===== src/rtl/bicubic_stream_ctrl.sv =====
// Frame sequencer for the bicubic path: accepts one padded frame, tags each pixel
// with its position and window flags, and drives the rotating line-buffer write port.
module bicubic_stream_ctrl #(
    parameter int WIDTH  = 960,
    parameter int HEIGHT = 540,
    parameter int PAD    = 3,
    parameter int CW     = 10,
    parameter int RW     = 10
) (
    input  logic          clk,
    input  logic          rst_n,
    input  logic          start,
    input  logic          in_valid,
    input  logic [23:0]   in_data,
    output logic          in_ready,
    output logic          out_valid,
    input  logic          out_ready,
    output logic [23:0]   out_data,
    output logic [CW-1:0] out_col,
    output logic [RW-1:0] out_row,
    output logic          out_win,
    output logic          out_sof,
    output logic          out_eol,
    output logic          out_eof,
    output logic          lb_wr_en,
    output logic [1:0]    lb_wr_sel,
    output logic [CW-1:0] lb_wr_addr,
    output logic [23:0]   lb_wr_data,
    output logic          busy,
    output logic          done
);
    localparam int PW = WIDTH + PAD;
    localparam int PH = HEIGHT + PAD;
    localparam logic [CW-1:0] COL_LAST = CW'(PW - 1);
    localparam logic [RW-1:0] ROW_LAST = RW'(PH - 1);

    typedef enum logic [1:0] {
        ST_IDLE  = 2'd0,
        ST_RUN   = 2'd1,
        ST_DRAIN = 2'd2,
        ST_DONE  = 2'd3
    } state_e;

    state_e          state_q, state_d;
    logic [CW-1:0]   col_q, col_d;
    logic [RW-1:0]   row_q, row_d;
    logic            busy_q, busy_d;
    logic            done_q, done_d;
    logic            out_valid_q, out_valid_d;
    logic [23:0]     out_data_q, out_data_d;
    logic [CW-1:0]   out_col_q, out_col_d;
    logic [RW-1:0]   out_row_q, out_row_d;
    logic            out_win_q, out_win_d;
    logic            out_sof_q, out_sof_d;
    logic            out_eol_q, out_eol_d;
    logic            out_eof_q, out_eof_d;
    logic            lb_wr_en_q, lb_wr_en_d;
    logic [1:0]      lb_wr_sel_q, lb_wr_sel_d;
    logic [CW-1:0]   lb_wr_addr_q, lb_wr_addr_d;
    logic [23:0]     lb_wr_data_q, lb_wr_data_d;

    logic in_ready_s;
    logic accept_s;
    logic col_last_s;
    logic row_last_s;

    // in_ready must fall in the same cycle as a stalled output, so it stays combinational
    assign in_ready_s = (state_q == ST_RUN) & (~out_valid_q | out_ready);
    assign accept_s   = in_valid & in_ready_s;
    assign col_last_s = (col_q == COL_LAST);
    assign row_last_s = (row_q == ROW_LAST);

    // Next state, position counters and status flags
    always_comb begin
        state_d = state_q;
        col_d   = col_q;
        row_d   = row_q;
        case (state_q)
            ST_IDLE: begin
                if (start) begin
                    state_d = ST_RUN;
                    col_d   = {CW{1'b0}};
                    row_d   = {RW{1'b0}};
                end else begin
                    state_d = ST_IDLE;
                end
            end
            ST_RUN: begin
                if (accept_s) begin
                    if (col_last_s) begin
                        col_d = {CW{1'b0}};
                        row_d = row_last_s ? {RW{1'b0}} : (row_q + RW'(1));
                    end else begin
                        col_d = col_q + CW'(1);
                        row_d = row_q;
                    end
                    state_d = (col_last_s && row_last_s) ? ST_DRAIN : ST_RUN;
                end else begin
                    state_d = ST_RUN;
                end
            end
            ST_DRAIN: begin
                if (out_valid_q && out_ready) begin
                    state_d = ST_DONE;
                end else begin
                    state_d = ST_DRAIN;
                end
            end
            ST_DONE: state_d = ST_IDLE;
            default: state_d = ST_IDLE;
        endcase
        busy_d = (state_d != ST_IDLE);
        done_d = (state_d == ST_DONE);
    end

    // Output slice and line-buffer write capture
    always_comb begin
        out_valid_d  = out_valid_q;
        out_data_d   = out_data_q;
        out_col_d    = out_col_q;
        out_row_d    = out_row_q;
        out_win_d    = out_win_q;
        out_sof_d    = out_sof_q;
        out_eol_d    = out_eol_q;
        out_eof_d    = out_eof_q;
        lb_wr_en_d   = 1'b0;
        lb_wr_sel_d  = lb_wr_sel_q;
        lb_wr_addr_d = lb_wr_addr_q;
        lb_wr_data_d = lb_wr_data_q;
        if (accept_s) begin
            out_valid_d  = 1'b1;
            out_data_d   = in_data;
            out_col_d    = col_q;
            out_row_d    = row_q;
            out_win_d    = (row_q >= RW'(3)) && (col_q >= CW'(3));
            out_sof_d    = (col_q == {CW{1'b0}}) && (row_q == {RW{1'b0}});
            out_eol_d    = col_last_s;
            out_eof_d    = col_last_s && row_last_s;
            lb_wr_en_d   = 1'b1;
            lb_wr_sel_d  = row_q[1:0];
            lb_wr_addr_d = col_q;
            lb_wr_data_d = in_data;
        end else if (out_ready) begin
            out_valid_d = 1'b0;
        end else begin
            out_valid_d = out_valid_q;
        end
    end

    // Control state registers
    always_ff @(posedge clk or negedge rst_n) begin
        if (!rst_n) begin
            state_q <= ST_IDLE;
            col_q   <= {CW{1'b0}};
            row_q   <= {RW{1'b0}};
            busy_q  <= 1'b0;
            done_q  <= 1'b0;
        end else begin
            state_q <= state_d;
            col_q   <= col_d;
            row_q   <= row_d;
            busy_q  <= busy_d;
            done_q  <= done_d;
        end
    end

    // Datapath registers
    always_ff @(posedge clk or negedge rst_n) begin
        if (!rst_n) begin
            out_valid_q  <= 1'b0;
            out_data_q   <= 24'd0;
            out_col_q    <= {CW{1'b0}};
            out_row_q    <= {RW{1'b0}};
            out_win_q    <= 1'b0;
            out_sof_q    <= 1'b0;
            out_eol_q    <= 1'b0;
            out_eof_q    <= 1'b0;
            lb_wr_en_q   <= 1'b0;
            lb_wr_sel_q  <= 2'd0;
            lb_wr_addr_q <= {CW{1'b0}};
            lb_wr_data_q <= 24'd0;
        end else begin
            out_valid_q  <= out_valid_d;
            out_data_q   <= out_data_d;
            out_col_q    <= out_col_d;
            out_row_q    <= out_row_d;
            out_win_q    <= out_win_d;
            out_sof_q    <= out_sof_d;
            out_eol_q    <= out_eol_d;
            out_eof_q    <= out_eof_d;
            lb_wr_en_q   <= lb_wr_en_d;
            lb_wr_sel_q  <= lb_wr_sel_d;
            lb_wr_addr_q <= lb_wr_addr_d;
            lb_wr_data_q <= lb_wr_data_d;
        end
    end

    assign in_ready   = in_ready_s;
    assign out_valid  = out_valid_q;
    assign out_data   = out_data_q;
    assign out_col    = out_col_q;
    assign out_row    = out_row_q;
    assign out_win    = out_win_q;
    assign out_sof    = out_sof_q;
    assign out_eol    = out_eol_q;
    assign out_eof    = out_eof_q;
    assign lb_wr_en   = lb_wr_en_q;
    assign lb_wr_sel  = lb_wr_sel_q;
    assign lb_wr_addr = lb_wr_addr_q;
    assign lb_wr_data = lb_wr_data_q;
    assign busy       = busy_q;
    assign done       = done_q;
endmodule

===== config.mk =====
export PLATFORM = sky130hd
export DESIGN_NAME = bicubic_stream_ctrl
export DESIGN_NICKNAME = d
export VERILOG_FILES = /design/src/rtl/bicubic_stream_ctrl.sv
export SDC_FILE = /design/constraint.sdc
export NUM_CORES = 1
export LEC_CHECK = 0
export CORE_MARGIN = 4
export CORE_UTILIZATION = 46
export CTS_CLUSTER_DIAMETER = 150
export DETAILED_ROUTE_END_ITERATION = 8
export PLACE_DENSITY = 0.81
export SLEW_MARGIN = 40
export SYNTH_ARGS = -nofsm -noshare
export SYNTH_HDL_FRONTEND = slang
export SYNTH_SLANG_ARGS = --single-unit

===== constraint.sdc =====
create_clock -name clk -period 3.2 [get_ports clk]
set_input_delay 0.64 -clock clk [delete_from_list [all_inputs] [get_ports clk]]
set_output_delay 0.64 -clock clk [all_outputs]
set_load 0.02 [all_outputs]

==> results.txt <==
The net switching power is 895.7 uW. The flow ran to the end, and the final reports show no timing, DRC or antenna violations. The number of max-slew violations in the final report is 0. STA classifies the critical path startpoint as a primary input. The all-layer global routing usage came out at 19.41%.

Broken down by cell family, the worst path's largest delay share belongs to buffers and inverters. The routed wire length is 8.319 mm. The master cell of the clock root buffer is sky130_fd_sc_hd__clkbuf_8. In this run the tool buffered the top-level ports with 117 buffer cells. The number of fill cells in the layout came out at just over 600. The slowest stage of the critical path is the sky130_fd_sc_hd__clkdlybuf4s50_1 cell. CTS built an H-tree with a depth of 3.

The share of the Yosys chip area taken by registers is ~53%. The post-synthesis instance total is 406. The largest fanout of any net on the critical path came out at 3. The leftover overflow at the end of global routing is 0. Detailed routing placed a total of between 700 and 800 um of wire on met3. The first-pass GRT wire length came out at 13.85 mm. The initial standard-cell utilization of the core came out at 47.99%.

The worst endpoint data arrival time came out at 1.97 ns. The largest voltage drop on the vdd net came out at ~0.00038 V. The worst pin sits at a relative slew slack of a little over half.

In this run the critical register-to-register path is launched from col_q[2]. The number of nets in the final layout is 520. The number of max-capacitance violations reported is 0. After layout, the worst setup slack is 0.5936 ns.

After synthesis, the netlist uses 28 different library cells. The total leakage power is between 0.002 and 0.0025 uW. On the worst path, the slowest cell contributes a delay of 0.63 ns.

For the worst-skew pair, the clock arrives at the later sink with an insertion delay of 0.34 ns. The number of hold-repair buffers added at the cts stage is 0. After routing, the total negative slack on setup checks comes to 0 ns. Clock-pin slew was measured on the worst setup and hold paths at 0.08 ns. The via count of the first global-routing pass came out at about 3000. Across all register-to-register paths, the minimum setup slack is approximately 0.6 ns. In the final routed layout, each cell accounts on average for 14.12 um. The met2 wire length is 3.825 mm. The area of all sequential standard cells came out at 1852 um2. The total clock sinks came out at 74.

Traced cell by cell, the critical path runs through clkdlybuf4s50_1 -> nor2b_1 -> nor2_1 -> clkdlybuf4s50_1. The number of nets in the synthesized netlist is 441. Dividing total power by cell area gives a power density of 591.3 nW/um2. The weighted congestion reported at the end of routability-driven placement is 0.8283.

The smallest clock period supported by the final layout is computed as 2.606 ns. The count of final setup violators came out at 0. At the worst endpoint, the required time is 2.56 ns.

The arithmetic-cell share of the synthesized area counting full adders, half adders and majority gates is 2.134%. In the synthesized netlist the async set-or-reset flop fraction comes to 100.0%. The post-cts resize count came out at 0. The worst setup slack after placement came out at 0.5954 ns.

Counting buffers and inverters, the worst setup path is 4 cells deep. The fraction of synthesized area in multiplexers came out at 0%. The capturing element type of the critical path is an output port. The library cell used most frequently in the layout, excluding fill and tap cells, is sky130_fd_sc_hd__nand2_1. The pin count of the biggest net entering global routing came out at 75. The number of warnings issued by yosys is 0.

The critical setup path kind is in -> out. The number of remaining DRC errors came out at 0. The number of buffers and inverters on the critical path came out at 2. The number of clock buffers inserted by TritonCTS is 9.

Leaving out fill and tap cells, the most frequent cells in the layout are sky130_fd_sc_hd__nand2_1, sky130_fd_sc_hd__clkdlybuf4s50_1, sky130_fd_sc_hd__dfrtp_1. The number of post-CTS setup repair buffers is 0. The detail route stage leaves a number of antenna-violating nets equal to 0. The synthesized design contains 0 enable-type register cells. After detailed routing, no signal wire sits above met4. The number of flip-flops and latches in the synthesized netlist is between 70 and 80. The post-synthesis to final-layout area growth is 34.25%. The logic depth of the worst register-to-register path is 5. After Yosys synthesis, and, or, nand and nor cells account for 26.53% of the synthesized area.

The count of boundary I/O pins is 118. The average instance in the mapped netlist occupies around 8.7 um2. The most numerous cell type found on the critical path is sky130_fd_sc_hd__clkdlybuf4s50_1. The combinational family with the most area after synthesis is simple AND/OR/NAND/NOR gates. The maximum root-to-sink buffer count came out at 2. The number of antenna violations at the first check in global routing came out at 0. Summing all multi-input logic gate instances after layout gives approximately 1300 um2. The count of antenna diodes in the layout came out at 0. Among all flip-flop cells after synthesis, the most frequent one is sky130_fd_sc_hd__dfrtp_1. The synthesized area is 3518 um2. The compound-gate portion of the synthesized area is 8.215%.

The pre-antenna-repair detailed-routing pass consisted of 4 iterations. The total via count in the routed design is approximately 3000. The share of the clock period used by the worst path came out at ~80%. The cell internal power dissipation came out at about 1900 uW. The number of hold-slack violations in the final timing report came to 0. The portion of total power attributed to sequential cells is between 40 and 50%.

The fmax came out at 0.3837 GHz. The switching power share of the total came out at 32.07%. The worst register-to-register path ends at row_q[7].

The placeable core region came out at between 7000 and 8000 um2. The wire length on met1 is about 3.6 mm. Setup repair after global routing left no endpoint under its margin. The placement row count is 31. The worst clock skew came out at around 0.008 ns. The area of the die came out at 9112 um2. The combinational power share is 28.8%. The synthesized netlist devotes 0% of its cell area to XOR and XNOR gates. Once detailed placement completed, the half-perimeter wirelength came to 5.867 mm. The layout cell share with drive strength beyond 1 came out at 4.898%. The horizontal die dimension is 95.46 um. The proportion of power drawn by the clock network came out at 28.6%. The transition at the pin with the smallest max-transition slack is 0.6812 ns. The vertical die dimension came out at 95.46 um. The number of DRC markers in iteration 0 is 113. TritonCTS built the clock tree. The worst min-delay path category is in -> async. The number of vias per cell is 5.122.
==> sequential cells by signal, indices dropped and copies added (netlist names) <==
name,cells
state_q,2
out_eof,1
done,1
busy,1
out_win,1
col_q,10
out_sof,1
lb_wr_addr,10
lb_wr_en,1
row_q,10
out_eol,1
out_row,10
out_valid,1
lb_wr_data,24
==> per-layer routing <==
layer / GRT usage, % / vias to the layer above
li1: - / 1454
met1: 25.37 / 1411
met2: 31.25 / 139
met3: 3.946 / 13
met4: 8.531 / 0
met5: 0 / -
==> worst max path at each step <==
stage	endpoint	slack, ns	from
2_1_floorplan	row_q[7]	0.71	col_q[3]
3_3_place_gp	in_ready	0.60	out_ready
3_5_place_dp	in_ready	0.60	out_ready
4_1_cts	in_ready	0.58	out_ready
5_1_grt	row_q[7]	0.47	col_q[2]
6_report	in_ready	0.59	out_ready
==> area by class of cell <==
type                       count  share of cell area, %
timing repair buffer         120                  25.30
tap                           99                  2.623
clock inverter                 4                  1.563
clock buffer                  12                  3.073
inverter                       9                 0.7152
sequential                    74                  39.21
multi-input combinational    271                  27.52
==> power groups by stage <==
stage	clock network, uW	registers (uW)	logic, uW
2_1_floorplan	0	1280	389
3_3_place_gp	0	1190	797
3_5_place_dp	0	1200	810
4_1_cts	821	1190	816
5_1_grt	874	1210	872
6_report	799	1190	804
==> synth_stat cells, types with 2 or more instances <==
| cell | number | share of area, % |
|---|---|---|
| sky130_fd_sc_hd__nand2_1 | 152 | 16 |
| sky130_fd_sc_hd__dfrtp_1 | 74 | 53 |
| sky130_fd_sc_hd__buf_4 | 37 | 7.9 |
| sky130_fd_sc_hd__o21ai_0 | 29 | 4.1 |
| sky130_fd_sc_hd__nand3_1 | 20 | 2.8 |
| sky130_fd_sc_hd__clkbuf_1 | 10 | 1.1 |
| sky130_fd_sc_hd__nor2_1 | 10 | 1.1 |
| sky130_fd_sc_hd__inv_1 | 8 | 0.85 |
| sky130_fd_sc_hd__o31ai_1 | 7 | 1.5 |
| sky130_fd_sc_hd__ha_1 | 6 | 2.1 |
| sky130_fd_sc_hd__nand2b_1 | 6 | 1.1 |
| sky130_fd_sc_hd__or4_1 | 6 | 1.3 |
| sky130_fd_sc_hd__and3_1 | 5 | 0.89 |
| sky130_fd_sc_hd__a22o_1 | 4 | 1.0 |
| sky130_fd_sc_hd__buf_1 | 4 | 0.43 |
| sky130_fd_sc_hd__nor2b_1 | 4 | 0.71 |
| sky130_fd_sc_hd__nor3_1 | 4 | 0.57 |
| sky130_fd_sc_hd__a21oi_1 | 3 | 0.43 |
| sky130_fd_sc_hd__or3_1 | 3 | 0.53 |
| sky130_fd_sc_hd__a31oi_1 | 2 | 0.36 |
| sky130_fd_sc_hd__nor4_1 | 2 | 0.36 |
| sky130_fd_sc_hd__o22ai_1 | 2 | 0.36 |
| sky130_fd_sc_hd__or2_2 | 2 | 0.36 |
| sky130_fd_sc_hd__or4_4 | 2 | 0.64 |
==> through the flow <==
stage                     hold WS, ns  utilization [%]  area, um2  total power, uW  std cells
after floorplan                0.3444                -       3518             1666        406
after global placement         0.4570            61.39       4501             1989        573
after detailed placement       0.4615            61.44       4504             2014        573
after CTS                      0.3286            64.43       4723             2825        589
after global routing           0.3579            64.43       4723             2961        589
final                          0.2846            64.43       4723             2793        589
==> cell families (layout without fill, tap and decap cells) <==
| family | Yosys count | after routing |
|---|---|---|
| compound gates | 49 | 49 |
| flops | 74 | 74 |
| buf+inv | 61 | 145 |
| simple gates | 216 | 216 |
| fa+ha+maj | 6 | 6 |
Note: power is estimated with default switching activity, not from simulation.
